### src/rtl/mdu_pkg.sv
`default_nettype none
// ============================================================================
//  Module   : mdu_pkg
//  Purpose  : Shared types and decode helpers for the iterative RV32M/RV64M
//             multiply/divide unit (funct3 encoding, FSM states, signedness
//             and operation-class helpers).
//  Ports    : none (package)
//  Revision : 1.0 - initial release
// ============================================================================
package mdu_pkg;

  // M-extension funct3 encodings
  typedef enum logic [2:0] {
    F3_MUL    = 3'b000,
    F3_MULH   = 3'b001,
    F3_MULHSU = 3'b010,
    F3_MULHU  = 3'b011,
    F3_DIV    = 3'b100,
    F3_DIVU   = 3'b101,
    F3_REM    = 3'b110,
    F3_REMU   = 3'b111
  } funct3_e;

  typedef enum logic [1:0] {
    ST_IDLE  = 2'd0,
    ST_CALC  = 2'd1,
    ST_FIXUP = 2'd2,
    ST_DONE  = 2'd3
  } state_e;

  // funct3[2] separates the divide group from the multiply group
  function automatic logic is_div(input logic [2:0] f3);
    return f3[2];
  endfunction

  // Within the divide group, funct3[1] selects the remainder
  function automatic logic is_rem(input logic [2:0] f3);
    return f3[2] & f3[1];
  endfunction

  // rs1 is signed for MUL/MULH/MULHSU and DIV/REM
  function automatic logic a_signed(input logic [2:0] f3);
    if (f3[2]) return ~f3[0];
    return (f3 != 3'b011);
  endfunction

  // rs2 is signed for MUL/MULH and DIV/REM
  function automatic logic b_signed(input logic [2:0] f3);
    if (f3[2]) return ~f3[0];
    return ~f3[1];
  endfunction

endpackage : mdu_pkg
`default_nettype wire

### src/rtl/mdu_seq_if.sv
`default_nettype none
// ============================================================================
//  Module   : mdu_seq_if
//  Purpose  : Request/response handshake bundle between the core controller
//             (master) and the multiply/divide unit (slave).
//  Signals  : in_valid/in_ready  - operand handshake
//             funct3, op_a, op_b - operation select and operands
//             out_valid/out_ready- result handshake
//             result             - rd value
//  Revision : 1.0 - initial release
// ============================================================================
interface mdu_seq_if #(
  parameter int XLEN = 32
);
  logic            in_valid;
  logic            in_ready;
  logic [2:0]      funct3;
  logic [XLEN-1:0] op_a;
  logic [XLEN-1:0] op_b;
  logic            out_valid;
  logic            out_ready;
  logic [XLEN-1:0] result;

  modport master (
    output in_valid, funct3, op_a, op_b, out_ready,
    input  in_ready, out_valid, result
  );

  modport slave (
    input  in_valid, funct3, op_a, op_b, out_ready,
    output in_ready, out_valid, result
  );
endinterface : mdu_seq_if
`default_nettype wire

### src/rtl/mdu_iter.sv
`default_nettype none
// ============================================================================
//  Module   : mdu_iter
//  Purpose  : One-bit step of the iterative datapath, purely combinational.
//             Multiply: shift-add, multiplier in the low half of acc, partial
//             product accumulating in the high half, shifting right.
//             Divide: restoring step, dividend/quotient in the low half,
//             partial remainder in the high half, shifting left.
//  Ports    : is_div_i - select divide step (else multiply step)
//             acc_i    - current 2*XLEN accumulator
//             opnd_i   - multiplicand / divisor magnitude
//             acc_o    - accumulator after one step
//  Revision : 1.0 - initial release
// ============================================================================
module mdu_iter #(
  parameter int XLEN = 32
) (
  input  logic              is_div_i,
  input  logic [2*XLEN-1:0] acc_i,
  input  logic [XLEN-1:0]   opnd_i,
  output logic [2*XLEN-1:0] acc_o
);

  logic [XLEN:0] sum_d;
  logic [XLEN:0] diff_d;

  always_comb begin
    // Carry out of the add becomes the new top bit after the right shift
    sum_d  = {1'b0, acc_i[2*XLEN-1:XLEN]} + (acc_i[0] ? {1'b0, opnd_i} : '0);
    // Remainder shifted left by one, pulling in the next dividend bit
    diff_d = acc_i[2*XLEN-1:XLEN-1] - {1'b0, opnd_i};

    if (!is_div_i) begin
      acc_o = {sum_d, acc_i[XLEN-1:1]};
    end else if (!diff_d[XLEN]) begin
      // Subtraction fits: keep it and shift in a quotient one
      acc_o = {diff_d[XLEN-1:0], acc_i[XLEN-2:0], 1'b1};
    end else begin
      // Restore: plain shift with a quotient zero
      acc_o = {acc_i[2*XLEN-2:0], 1'b0};
    end
  end

endmodule : mdu_iter
`default_nettype wire

### src/rtl/mdu_seq.sv
`default_nettype none
// ============================================================================
//  Module   : mdu_seq
//  Purpose  : Iterative RV32M/RV64M multiply/divide unit. Operands are
//             reduced to magnitudes on accept, XLEN single-bit steps run in
//             CALC, FIXUP applies sign correction and the divide special
//             cases, DONE presents the result until the consumer takes it.
//  Ports    : clk     - clock, rising edge
//             reset_n - asynchronous active-low reset
//             flush   - synchronous abort, priority over accept/out_ready
//             bus     - mdu_seq_if slave (in/out handshakes, funct3,
//                       op_a, op_b, result)
//  Options  : MDU_FAST_SPECIAL_EN - divide by zero, signed overflow and
//             multiply with a zero operand complete IDLE -> DONE directly.
//  Revision : 1.0 - initial release
// ============================================================================
module mdu_seq
  import mdu_pkg::*;
#(
  parameter int XLEN = 32
) (
  input  logic         clk,
  input  logic         reset_n,
  input  logic         flush,
  mdu_seq_if.slave     bus
);

  localparam int              CW      = $clog2(XLEN);
  localparam logic [CW-1:0]   CNT_END = CW'(XLEN - 1);
  localparam logic [XLEN-1:0] MIN_NEG = {1'b1, {(XLEN-1){1'b0}}};

  // Special-case detection; the multiply zero-operand case only matters for
  // the early exit since the iterative result is already zero.
  function automatic logic is_special(input logic [2:0] f3,
                                      input logic [XLEN-1:0] a,
                                      input logic [XLEN-1:0] b);
    if (is_div(f3)) return (b == '0) || (a_signed(f3) && (a == MIN_NEG) && (b == '1));
    return (a == '0) || (b == '0);
  endfunction

  function automatic logic [XLEN-1:0] special_val(input logic [2:0] f3,
                                                  input logic [XLEN-1:0] a,
                                                  input logic [XLEN-1:0] b);
    if (!is_div(f3)) return '0;
    if (b == '0)     return is_rem(f3) ? a : '1;
    return is_rem(f3) ? '0 : a;
  endfunction

  // Registered state
  state_e              state_q;
  funct3_e             f3_q;
  logic [XLEN-1:0]     op_a_q;
  logic [XLEN-1:0]     op_b_q;
  logic                sa_q;
  logic                sb_q;
  logic [2*XLEN-1:0]   acc_q;
  logic [CW-1:0]       cnt_q;
  logic [XLEN-1:0]     result_q;
  logic                out_valid_q;
  logic                in_ready_q;

  // Combinational next values
  logic                sa_in;
  logic                sb_in;
  logic [XLEN-1:0]     mag_a_in;
  logic [XLEN-1:0]     mag_b;
  logic [2*XLEN-1:0]   acc_d;
  logic [2*XLEN-1:0]   prod_fix;
  logic [XLEN-1:0]     quo;
  logic [XLEN-1:0]     rem;
  logic [XLEN-1:0]     result_d;

  assign sa_in    = a_signed(bus.funct3) & bus.op_a[XLEN-1];
  assign sb_in    = b_signed(bus.funct3) & bus.op_b[XLEN-1];
  assign mag_a_in = sa_in ? -bus.op_a : bus.op_a;
  // Divisor / multiplicand magnitude is rebuilt from the latched raw operand
  assign mag_b    = sb_q ? -op_b_q : op_b_q;

  mdu_iter #(.XLEN(XLEN)) u_iter (
    .is_div_i (is_div(f3_q)),
    .acc_i    (acc_q),
    .opnd_i   (mag_b),
    .acc_o    (acc_d)
  );

  always_comb begin
    prod_fix = (sa_q ^ sb_q) ? -acc_q : acc_q;
    quo      = acc_q[XLEN-1:0];
    rem      = acc_q[2*XLEN-1:XLEN];
    if (!is_div(f3_q)) begin
      result_d = (f3_q == F3_MUL) ? prod_fix[XLEN-1:0] : prod_fix[2*XLEN-1:XLEN];
    end else if (is_rem(f3_q)) begin
      // Remainder follows the dividend's sign
      result_d = sa_q ? -rem : rem;
    end else begin
      result_d = (sa_q ^ sb_q) ? -quo : quo;
    end
    if (is_special(f3_q, op_a_q, op_b_q)) begin
      result_d = special_val(f3_q, op_a_q, op_b_q);
    end
  end

`ifdef MDU_FAST_SPECIAL_EN
  logic            fast_hit;
  logic [XLEN-1:0] fast_val;
  assign fast_hit = is_special(bus.funct3, bus.op_a, bus.op_b);
  assign fast_val = special_val(bus.funct3, bus.op_a, bus.op_b);
`endif

  always_ff @(posedge clk or negedge reset_n) begin
    if (!reset_n) begin
      state_q     <= ST_IDLE;
      f3_q        <= F3_MUL;
      op_a_q      <= '0;
      op_b_q      <= '0;
      sa_q        <= 1'b0;
      sb_q        <= 1'b0;
      acc_q       <= '0;
      cnt_q       <= '0;
      result_q    <= '0;
      out_valid_q <= 1'b0;
      in_ready_q  <= 1'b1;
    end else if (flush) begin
      state_q     <= ST_IDLE;
      cnt_q       <= '0;
      out_valid_q <= 1'b0;
      in_ready_q  <= 1'b1;
    end else begin
      case (state_q)
        ST_IDLE: begin
          if (bus.in_valid && in_ready_q) begin
            f3_q       <= funct3_e'(bus.funct3);
            op_a_q     <= bus.op_a;
            op_b_q     <= bus.op_b;
            sa_q       <= sa_in;
            sb_q       <= sb_in;
            acc_q      <= {{XLEN{1'b0}}, mag_a_in};
            cnt_q      <= '0;
            in_ready_q <= 1'b0;
`ifdef MDU_FAST_SPECIAL_EN
            if (fast_hit) begin
              result_q    <= fast_val;
              out_valid_q <= 1'b1;
              state_q     <= ST_DONE;
            end else begin
              state_q     <= ST_CALC;
            end
`else
            state_q    <= ST_CALC;
`endif
          end
        end
        ST_CALC: begin
          acc_q <= acc_d;
          cnt_q <= cnt_q + CW'(1);
          if (cnt_q == CNT_END) begin
            state_q <= ST_FIXUP;
          end
        end
        ST_FIXUP: begin
          result_q    <= result_d;
          out_valid_q <= 1'b1;
          state_q     <= ST_DONE;
        end
        ST_DONE: begin
          if (bus.out_ready) begin
            out_valid_q <= 1'b0;
            in_ready_q  <= 1'b1;
            state_q     <= ST_IDLE;
          end
        end
        default: begin
          state_q <= ST_IDLE;
        end
      endcase
    end
  end

  assign bus.in_ready  = in_ready_q;
  assign bus.out_valid = out_valid_q;
  assign bus.result    = result_q;

endmodule : mdu_seq
`default_nettype wire

### src/flat_wrapper.sv
// flat-port wrapper written by rule: the top's interface ports become plain ports
module mdu_seq_flat import mdu_pkg::*;
#(
  parameter int XLEN = 32
)
  (clk, reset_n, flush, bus_in_valid, bus_funct3, bus_op_a, bus_op_b, bus_out_ready, bus_in_ready, bus_out_valid, bus_result);
  mdu_seq_if #(.XLEN(XLEN)) bus_i ();
  input  logic clk;
  input  logic reset_n;
  input  logic flush;
  input wire logic [$bits(bus_i.in_valid)-1:0] bus_in_valid;
  input wire logic [$bits(bus_i.funct3)-1:0] bus_funct3;
  input wire logic [$bits(bus_i.op_a)-1:0] bus_op_a;
  input wire logic [$bits(bus_i.op_b)-1:0] bus_op_b;
  input wire logic [$bits(bus_i.out_ready)-1:0] bus_out_ready;
  output wire logic [$bits(bus_i.in_ready)-1:0] bus_in_ready;
  output wire logic [$bits(bus_i.out_valid)-1:0] bus_out_valid;
  output wire logic [$bits(bus_i.result)-1:0] bus_result;
  assign bus_i.in_valid = bus_in_valid;
  assign bus_i.funct3 = bus_funct3;
  assign bus_i.op_a = bus_op_a;
  assign bus_i.op_b = bus_op_b;
  assign bus_i.out_ready = bus_out_ready;
  assign bus_in_ready = bus_i.in_ready;
  assign bus_out_valid = bus_i.out_valid;
  assign bus_result = bus_i.result;
  mdu_seq #(.XLEN(XLEN)) u_core (.clk(clk), .reset_n(reset_n), .flush(flush), .bus(bus_i));
endmodule
### config.mk
export PLATFORM = sky130hd
export DESIGN_NAME = mdu_seq_flat
export DESIGN_NICKNAME = d
export VERILOG_FILES = /design/src/rtl/mdu_pkg.sv /design/src/rtl/mdu_seq_if.sv /design/src/rtl/mdu_iter.sv /design/src/rtl/mdu_seq.sv /design/src/flat_wrapper.sv
export SDC_FILE = /design/constraint.sdc
export NUM_CORES = 1
export LEC_CHECK = 0
export BUFFER_PORTS_ARGS = -buffer_cell sky130_fd_sc_hd__buf_2
export CAP_MARGIN = 5
export CORE_ASPECT_RATIO = 1.5
export CORE_MARGIN = 5
export CORE_UTILIZATION = 58
export DETAILED_ROUTE_END_ITERATION = 7
export HOLD_SLACK_MARGIN = 0.08
export PLACE_DENSITY = 0.74
export SYNTH_ARGS = -nofsm -noshare
export SYNTH_HDL_FRONTEND = slang
export SYNTH_SLANG_ARGS = --single-unit
### constraint.sdc
create_clock -name clk -period 5.75 [get_ports clk]
set_input_delay 0.575 -clock clk [delete_from_list [all_inputs] [get_ports clk]]
set_output_delay 0.575 -clock clk [all_outputs]
set_load 0.05 [all_outputs]
==> impl_metrics.py <==
metrics = {
    "outcome": {
        "run_status": "finished clean",
    },
    "setup_path": {
        "critPathKind": "reg2reg",
        "crit_required_ns": 6.05,
        "critPathArrivalTime_ns": 5.67,
        "timing.critical_path.fanout_max": 9,
        "crit_path_max_incr_delay_ns": 0.47,
        "timing.critical_path.from_type": "flip-flop",
        "timing.critical_path.to_type": "flip-flop",
        "crit_path_top_delay_cell": "or3b_2",
        "list_of_cells_traversed_by_the_critical_path": "inv_1 > ha_1 > or3b_2 > or3_1 > or3_1 > nor3_2 > a21boi_1 > a21oi_1 > xor2_1 > ha_1 > nand2_1 > nor3_1 > nand3_1 > o21a_1 > mux2_2 > a31oi_1 > nand2_1 > buf_4 > a21oi_1 > o21ai_0",
    },
    "floorplanning": {
        "core.rowCount": 74,
        "ios": 106,
        "die_area_sq_mm": 0.03072,
        "start_util_pct": 58.45,
        "floorplan.die.height_microns": 212.2,
        "floorplan.die.width_microns": 144.8,
        "coreArea_sq_mm": 0.02704,
    },
    "timing": {
        "timing_max_transition_violations_final": 0,
        "layout_worst_path_cycle_share_pct": 93.50,
        "fin_tns_setup_ns": 0,
        "rsz0062_at_grt": "false",
        "post-route-min-period_ns": 5.376,
        "hold_viol_final": 0,
        "achievable-frequency_mhz": 186.0,
        "finalSetupViolCount": 0,
        "finalClockSkew_ns": 0.01150,
        "worst_pin_slew_ns": 1.173,
        "headroom_to_the_max_slew_limit_pct": 21.71,
    },
    "detailed_routing": {
        "drt_first_pass_iters": 6,
        "drc_errors": 0,
        "route.detailed.vias_per_inst": 6.670,
        "drt-wirelength-per-cell_microns": 22.90,
        "antenna_violating_nets_post_route": 0,
        "drt_iter0_drc": 1390,
        "routed_wirelength_microns": 53360,
        "dr_total_vias": 15540,
    },
    "synth": {
        "yosysUniqueCellTypes": 76,
        "seq_area_frac_synth_pct": 27.56,
        "synth-warning-count": 0,
        "synth_enable_flop_cells": 0,
        "synthesis.instances": 1943,
        "synthesized_area_divided_by_synthesized_cell_count_sq_um": 8.133,
        "synth_top_flop_cell": "dfrtp_1",
        "synth.cell_area_sq_mm": 0.01580,
        "synth-async-reset-ratio_pct": 100.0,
        "net_count_synth": 2093,
        "ys_ff_latch": 174,
    },
    "global_routing": {
        "track_usage_pct": 34.75,
        "overflow": 0,
        "antenna_found_initial": 4,
        "pin_count_of_the_biggest_net_entering_global_routing": 95,
        "grt_pass1_vias": 15260,
        "grt_first_pass_wirelength_microns": 83480,
    },
    "layout": {
        "design.final.nets": 2123,
        "final_design_area_no_fill_sq_mm": 0.01715,
        "post_route_cells_drive_above_1_share_pct": 14.05,
        "utilization_pct": 63.42,
        "syn2layout_area_growth_pct": 8.503,
    },
    "cts": {
        "clockBufferDepth": 2,
        "tritoncts": "yes",
        "cts_num_sinks": 174,
        "clock_latency_ns": 0.46,
        "clock_transition_time_at_the_flip_flop_clock_pins_of_the_worst_setup_and_hold_paths_ns": 0.07,
        "clock_tree.root_cell": "clkbuf_16",
        "numCtsBuffers": 17,
        "post_cts_hold_buffer_count": 0,
        "cts.htree.levels": 4,
    },
    "placement": {
        "placement.io_buffers": 105,
        "dpl.hpwl_microns": 40850,
        "gp_congestion": 1.038,
        "placement.cell_area_sq_mm": 0.01657,
    },
    "worst_hold_path": {
        "hold_path.class": "in2async",
    },
    "job": {
        "drv_cap": 0,
    },
}
==> placed cells by master (no fill, tap or decap), drive strengths merged, types with 22 or more instances in the layout <==
cell type and count:
o21ai 208, nand2 183, dfrtp 173, nor2 147
buf 144, a21oi 139, xnor2 104, xor2 89
ha 76, mux2 67, nor3 55, mux2i 49
inv 42, nand4 32, a21o 31, a22oi 30
o31ai 26, nand3 25, maj3 24, or3 23
a31oi 22, nor4 22
==> registers in the layout, indices dropped and copies added, names as in the netlist <==
| name | count |
|---|---|
| u_core.acc_q | 64 |
| u_core.op_b_q | 32 |
| u_core.op_a_q | 32 |
| u_core.bus.out_valid | 1 |
| u_core.bus.result | 32 |
| u_core.cnt_q | 5 |
| u_core.sb_q | 1 |
| u_core.state_q | 2 |
| u_core.bus.in_ready | 1 |
| u_core.f3_q | 3 |
| u_core.sa_q | 1 |
==> cell type report <==
class,instances,area (sq um)
fillers,2369,9889
clock inverters,14,131.4
flip-flops and latches,174,4357
inverters,37,138.9
well taps,342,427.9
repair buffers,144,824.5
multi-input cells,1599,10820
diodes,2,5.005
clock buffers,18,439.2
==> path summary, 6_finish.rpt <==
check / startpoint / to / slack (ns) / depth (start not counted)
min: reset_n / u_core.bus.result[13]$_DFFE_PN0P_ / 0.21 / 1
min in group clk: bus_op_b[29] / u_core.op_b_q[29]$_DFFE_PN0P_ / 0.34 / 2
max: u_core.op_b_q[0]$_DFFE_PN0P_ / u_core.acc_q[34]$_DFFE_PN0P_ / 0.37 / 20
min reg2reg: u_core.bus.result[29]$_DFFE_PN0P_ / u_core.bus.result[29]$_DFFE_PN0P_ / 0.48 / 2
max in group asynchronous: reset_n / u_core.op_a_q[7]$_DFFE_PN0P_ / 4.39 / 2
max reg2reg: u_core.op_b_q[0]$_DFFE_PN0P_ / u_core.acc_q[34]$_DFFE_PN0P_ / 0.37 / 20
==> stage by stage <==
step,setup WS (ns),cells,hold WS [ns]
5_1_grt,0.03699,2330,0.2847
3_5_place_dp,0.1874,2296,0.4695
2_1_floorplan,0.7858,1943,0.2794
6_report,0.3737,2330,0.2074
3_3_place_gp,0.3352,2296,0.4591
4_1_cts,0.1603,2328,0.2322
==> cells in the mapped netlist (all sizes together), types with 11 or more instances <==
cell	count	area, sq um
nor4	22	152.7
maj3	24	240.2
xnor2	104	910.9
and3	13	81.33
clkbuf	115	432.9
inv	37	138.9
buf	18	85.08
o21a	12	90.09
a221oi	14	122.6
nor3	55	275.3
ha	76	950.9
nand2	183	686.9
nand2b	17	106.4
a22oi	30	225.2
o21ai	208	1045
nand4	32	200.2
nand3	25	125.1
mux2	67	754.5
o31ai	26	195.2
dfrtp	173	4329
nor2	147	551.8
a21oi	139	695.7
a21o	31	232.7
nor2b	19	118.9
o211ai	11	82.58
a31oi	22	137.6
or4	17	138.9
xor2	89	779.5
mux2i	49	490.5
or3	23	148.9
==> repair_timing <==
action	4_1_cts	5_1_grt
setup buffers	0	0
setup endpoints to repair	0	32
resized for setup	0	3
endpoints found under the hold margin	0	0
==> critical path, delay by kind of cell, from the launching register on <==
family | cells | cell delay [ns]
DFF | 1 | 0.43
AOI/OAI and AO/OA | 6 | 1.11
buffers and inverters | 2 | 0.39
and+or+nand+nor | 8 | 2.31
muxes | 1 | 0.29
xor gates and xnor gates | 1 | 0.11
adders and majority gates | 2 | 0.56
==> routing by layer <==
layer | GRT usage (%) | part of all wire [%]
met1 | 38.47 | 36
met2 | 59.01 | 50
met3 | 6.053 | 6.4
met4 | 25.17 | 7.5
met5 | 0 | 0.028
==> kinds of logic after synthesis <==
logic type	count (synthesis)	synth area share, %
muxes	116	7.878
and+or+nand+nor	592	18.34
buffers and inverters	170	4.157
xor gates and xnor gates	193	10.70
adders and majority gates	102	7.791
DFF	174	27.56
AOI/OAI and AO/OA	596	23.58
Power is not shown: default switching activity piles up to over one toggle a cycle in this logic, so the estimate is an artifact.
